File: src/rtl/ule_sar.sv
`default_nettype none
// ============================================================================
//  Module   : ule_sar
//  Purpose  : Successive-approximation search engine. Drives the trial operand
//             of an external unsigned less-or-equal comparator, reads back its
//             one-bit verdict and recovers the comparator's hidden operand B
//             (the largest code X with X <= B), one bit per step, MSB first.
//
//  Parameters
//    N       width of trial / result codes (>= 2)
//    SETTLE  cycles TRIAL is held stable before LE is sampled (>= 1)
//
//  Ports
//    CLK     in   1  clock, rising edge
//    RESETN  in   1  asynchronous active-low reset
//    START   in   1  request a search (sampled only while idle)
//    ABORT   in   1  cancel a running search (only with ULE_SAR_ABORT_EN)
//    TRIAL   out  N  registered code presented to comparator operand A
//    LE      in   1  comparator verdict, 1 when TRIAL <= B
//    BUSY    out  1  search in progress
//    DONE    out  1  one-cycle pulse, RESULT just updated
//    RESULT  out  N  last completed search value
//
//  Build option
//    ULE_SAR_ABORT_EN  adds the ABORT port and the cancel path.
//
//  Revision : 1.0  initial release
// ============================================================================
module ule_sar #(
    parameter int N      = 8,
    parameter int SETTLE = 1
) (
    input  logic         CLK,
    input  logic         RESETN,
    input  logic         START,
`ifdef ULE_SAR_ABORT_EN
    input  logic         ABORT,
`endif
    output logic [N-1:0] TRIAL,
    input  logic         LE,
    output logic         BUSY,
    output logic         DONE,
    output logic [N-1:0] RESULT
);

    // Index and settle-counter widths never collapse to zero bits.
    localparam int J_W   = (N > 1)      ? $clog2(N)      : 1;
    localparam int CNT_W = (SETTLE > 1) ? $clog2(SETTLE) : 1;

    localparam logic [J_W-1:0]   J_MSB    = J_W'(N - 1);
    localparam logic [CNT_W-1:0] CNT_LAST = CNT_W'(SETTLE - 1);
    localparam logic [N-1:0]     ONE      = N'(1);

    typedef enum logic [0:0] {
        S_IDLE = 1'b0,
        S_STEP = 1'b1
    } state_t;

    state_t         state_q;
    logic [N-1:0]   w_q;
    logic [J_W-1:0] j_q;
    logic [CNT_W-1:0] cnt_q;
    logic [N-1:0]   trial_q;
    logic [N-1:0]   result_q;
    logic           busy_q;
    logic           done_q;

    logic [N-1:0]   bit_mask;    // bit currently under test
    logic [N-1:0]   next_mask;   // bit tested by the following step
    logic [N-1:0]   w_d;         // working value once this step's verdict lands
    logic           sample_edge; // LE is consumed at this edge
    logic           abort_req;

    assign bit_mask    = ONE << j_q;
    assign next_mask   = bit_mask >> 1;
    assign w_d         = LE ? (w_q | bit_mask) : w_q;
    assign sample_edge = (cnt_q == CNT_LAST);

`ifdef ULE_SAR_ABORT_EN
    assign abort_req = ABORT;
`else
    assign abort_req = 1'b0;
`endif

    always_ff @(posedge CLK or negedge RESETN) begin
        if (!RESETN) begin
            state_q  <= S_IDLE;
            w_q      <= '0;
            j_q      <= '0;
            cnt_q    <= '0;
            trial_q  <= '0;
            result_q <= '0;
            busy_q   <= 1'b0;
            done_q   <= 1'b0;
        end else begin
            // DONE is a pulse: any edge that does not complete a search clears it.
            done_q <= 1'b0;

            case (state_q)
                S_IDLE: begin
                    // While idle the comparator sees the last answer.
                    trial_q <= result_q;
                    if (START) begin
                        state_q <= S_STEP;
                        w_q     <= '0;
                        j_q     <= J_MSB;
                        cnt_q   <= '0;
                        busy_q  <= 1'b1;
                        trial_q <= ONE << J_MSB;
                    end
                end

                S_STEP: begin
                    if (abort_req) begin
                        // Cancel wins over a coincident sample or completion;
                        // the partial value is dropped and RESULT is untouched.
                        state_q <= S_IDLE;
                        w_q     <= '0;
                        cnt_q   <= '0;
                        busy_q  <= 1'b0;
                        trial_q <= result_q;
                    end else if (!sample_edge) begin
                        // TRIAL stays put while the comparator settles.
                        cnt_q <= cnt_q + CNT_W'(1);
                    end else if (j_q == '0) begin
                        // Last bit resolved: publish and return to idle.
                        state_q  <= S_IDLE;
                        result_q <= w_d;
                        trial_q  <= w_d;
                        w_q      <= '0;
                        cnt_q    <= '0;
                        busy_q   <= 1'b0;
                        done_q   <= 1'b1;
                    end else begin
                        // Commit this bit and present the next trial at the
                        // same edge, so each step lasts exactly SETTLE cycles.
                        w_q     <= w_d;
                        j_q     <= j_q - J_W'(1);
                        cnt_q   <= '0;
                        trial_q <= w_d | next_mask;
                    end
                end

                default: begin
                    state_q <= S_IDLE;
                    busy_q  <= 1'b0;
                end
            endcase
        end
    end

    assign TRIAL  = trial_q;
    assign BUSY   = busy_q;
    assign DONE   = done_q;
    assign RESULT = result_q;

endmodule
`default_nettype wire
File: config.mk
export PLATFORM = sky130hd
export DESIGN_NAME = ule_sar
export DESIGN_NICKNAME = d
export VERILOG_FILES = /design/src/rtl/ule_sar.sv
export SDC_FILE = /design/constraint.sdc
export NUM_CORES = 1
export LEC_CHECK = 0
export ABC_CLOCK_PERIOD_IN_PS = 1700
export CAP_MARGIN = 20
export CORE_MARGIN = 3
export CORE_UTILIZATION = 25
export CTS_CLUSTER_SIZE = 8
export DETAILED_ROUTE_END_ITERATION = 8
export PLACE_DENSITY = 0.54
export SYNTH_ARGS = -nofsm -noshare
export SYNTH_HDL_FRONTEND = slang
export SYNTH_SLANG_ARGS = --single-unit
File: constraint.sdc
create_clock -name CLK -period 1.7 [get_ports CLK]
set_input_delay 0.34 -clock CLK [delete_from_list [all_inputs] [get_ports CLK]]
set_output_delay 0.34 -clock CLK [all_outputs]
set_load 0.05 [all_outputs]
==> metrics.cfg <==
[clock_tree]
root_buffer=clkbuf_8
htreeDepth=2
cts_buffer_depth=2
path_clk_slew_ns=0.06
cts_setup_buffers=0
clock-sinks=30
cts_tree=yes
cts_buffers=5
insertion_delay_ns=0.28

[floorplan]
row_count=25
coreArea_sq_mm=0.004880
die_area_sq_mm=0.006085
start_util_pct=26.56
die_height_um=78.01
ios=22
die_x_um=78.01

[sta]
drv_slew=0
slew_headroom_pct=74.57
finalCriticalPeriod_ns=1.519
setup_tns_ns=0
rsz0062_at_grt=no
finalSetupViolCount=0
fmax_ghz=0.6581
tightest_slew_ns=0.3815
hold_viol=0
setup_ws_ns=0.1805
hold-worst-slack_ns=0.4420
finClkSkew_ns=0.0008174
period_share_pct=89.38

[worst_setup_path]
slowest_delay_ns=0.40
worstPathCellList=inv_1 > ha_1 > buf_4 > mux2i_1 > nor2_1 > o31a_1
critical_path.top_delay_family=flip-flops
timing.rr.start=j_q[0]$_DFFE_PN0P_
critPathSlowestCell=dfrtp_1
critPathKind=flip-flop to flip-flop
cp_max_fo=5
crit_path_end=TRIAL[0]$_DFF_PN0_
cp.required_ns=1.86
crit_cells=6
arrival_ns=1.68
critPathLaunchType=flip-flop
cp-end-kind=flip-flop
crit_start=j_q[0]$_DFFE_PN0P_
worst-path-buf-inv=2
rr_endpoint=TRIAL[0]$_DFF_PN0_
r2r.worst_path.cells=6
regToRegSetupSlack_ns=0.18

[pwr]
pwr-share-seq_pct=34.0
p_int_mw=1.897
p_per_area_mw_per_mm2=2220
comb_power_share_pct=51.4
power.share.clock_pct=14.6
p_sw_share_pct=47.52
ir_drop_mv=0.7164
netSwitchingPower_mw=1.718
leakagePower_nw=0.7718

[synthesis]
netlist.area_leader.share_pct=57.92
netlist_area_sq_mm=0.001296
synth_fp_nets=135
ys_seq_elements=30
synth_top_family_by_area=compound AO/OA/AOI/OAI gates
syn_area_per_cell_sq_um=10.29
yosysWarnings=0
synth_edf_count=0
yosysMostFrequentCell=dfrtp_1
synthFlopType=dfrtp_1
async_flop_share_pct=100.0
yosys.area_share.simple_pct=13.22
synthMuxAreaShare_pct=0.7722
synth_compound_area_share_pct=19.21
ys_top_cells_by_area=dfrtp_1 58%, a21oi_1 8.5%, nand2_1 6.7%
synth-adder-area-share_pct=4.826
synthXorXnorAreaFrac_pct=0
yosysSeqAreaShare_pct=57.92
synth_top_area_cell=dfrtp_1
netlist_top_cells_count=30 x dfrtp_1, 23 x nand2_1, 22 x a21oi_1, 10 x o21ai_0, 8 x a31oi_1
syn_inst=126
yosysUniqueCellTypes=23

[grt]
grt_pass1_wl_um=5133
grt_overflow=0
track_usage_pct=10.77
grt_max_degree=31
grt_pass1_vias=1081
antenna_found_initial=0

[placement]
port_buffers=21
place_congestion=0.8382
place_ws_ns=0.08893
dp_hpwl_um=2019

[detailed_routing]
wirelength_um=2909
wire_per_inst_um=13.16
antenna_left=0
via_count=1002
drt_iter0_markers=35
drcViolationCount=0
dr.pass1.iters=4
via_per_inst=4.534

[job]
timing.max_cap.violations=0

[cells_and_area]
drive_gt1_share_pct=20.78
n_antenna_cell=0
layout-area-overhead-vs-synth_pct=25.58
nets=163

[hold_path]
worstHoldPathType=input pin to async pin

[run_status]
status=complete, no violations

-- layout by cell type, fill, tap and decap left out, types with 2 or more instances in the layout --
| master | synthesis | layout |
|---|---|---|
| a31oi_1 | 8 | 8 |
| clkbuf_8 | 0 | 5 |
| a21oi_1 | 22 | 22 |
| o21ai_0 | 10 | 10 |
| clkbuf_1 | 0 | 2 |
| dfrtp_1 | 30 | 30 |
| buf_4 | 1 | 23 |
| ha_1 | 5 | 5 |
| inv_1 | 5 | 5 |
| nand2_1 | 23 | 23 |
| nor2_1 | 4 | 4 |
| clkdlybuf4s50_1 | 0 | 3 |
| o211ai_1 | 2 | 2 |
-- metal layers --
layer / vias to the layer above / share of wire, % / GRT usage [%]
li1: 490 / - / -
met1: 485 / 44 / 13.05
met2: 21 / 50 / 17.38
met3: 6 / 5.0 / 4.060
met4: 0 / 1.6 / 4.021
met5: - / 0 / 0
-- logic make-up (layout without fill, tap and decap cells) --
kind of cell | Yosys count | after routing
fa+ha+maj | 5 | 5
mux | 1 | 1
buf+inv | 10 | 38
simple gates | 35 | 35
flops | 30 | 30
compound gates | 45 | 45
-- sequential cells by signal, summed over array words and instances (netlist names) --
register  count
TRIAL         8
state_q       1
j_q           3
DONE          1
BUSY          1
RESULT        8
w_q           8
-- through the flow --
stage / util, % / instance area [sq um] / total power [mW] / std cells
after CTS: 33.31 / 1625 / 3.652 / 221
after global routing: 33.36 / 1628 / 3.891 / 221
after floorplan: - / 1296 / 2.555 / 126
final: 33.36 / 1628 / 3.614 / 221
after global placement: 31.74 / 1549 / 3.084 / 214
after detailed placement: 31.74 / 1549 / 3.109 / 214
-- worst register-to-register path: cells and delay by family (launching register included) --
| family | cells | cell delay [ns] |
|---|---|---|
| AO/OA/AOI/OAI | 1 | 0.25 |
| adder cells (fa/ha/maj) | 1 | 0.20 |
| buffers and inverters | 2 | 0.30 |
| flip-flops | 1 | 0.40 |
| multiplexers | 1 | 0.19 |
| AND/OR/NAND/NOR | 1 | 0.07 |
-- cell type report --
class / instances / area, sq um
Inverter: 5 / 18.77
Clock buffer: 7 / 76.32
Multi-Input combinational cell: 86 / 495.5
Timing Repair Buffer: 26 / 202.7
Tap cell: 67 / 83.83
Sequential cell: 30 / 750.7
Fill cell: 539 / 3252
-- power by group through the flow --
stage / Combinational (mW) / Sequential (mW) / Clock (mW)
2_1_floorplan: 0.747 / 1.81 / 0
3_3_place_gp: 1.85 / 1.23 / 0
3_5_place_dp: 1.87 / 1.24 / 0
4_1_cts: 1.88 / 1.23 / 0.543
5_1_grt: 2.04 / 1.28 / 0.576
6_report: 1.86 / 1.23 / 0.527
-- worst min path at each step --
stage / end / start / slack, ns
2_1_floorplan: BUSY$_DFFE_PN0P_ / RESETN / 0.04
3_3_place_gp: BUSY$_DFFE_PN0P_ / BUSY$_DFFE_PN0P_ / 0.47
3_5_place_dp: BUSY$_DFFE_PN0P_ / BUSY$_DFFE_PN0P_ / 0.48
4_1_cts: j_q[1]$_DFFE_PN0P_ / RESETN / 0.46
5_1_grt: RESULT[1]$_DFFE_PN0P_ / RESETN / 0.49
6_report: RESULT[1]$_DFFE_PN0P_ / RESETN / 0.44
-- timing repair --
action | 4_1_cts | 5_1_grt
hold buffers | 0 | 0
setup endpoints to repair | 0 | 6
gates resized for setup | 0 | 1
Note: power is estimated with default switching activity, not from simulation.
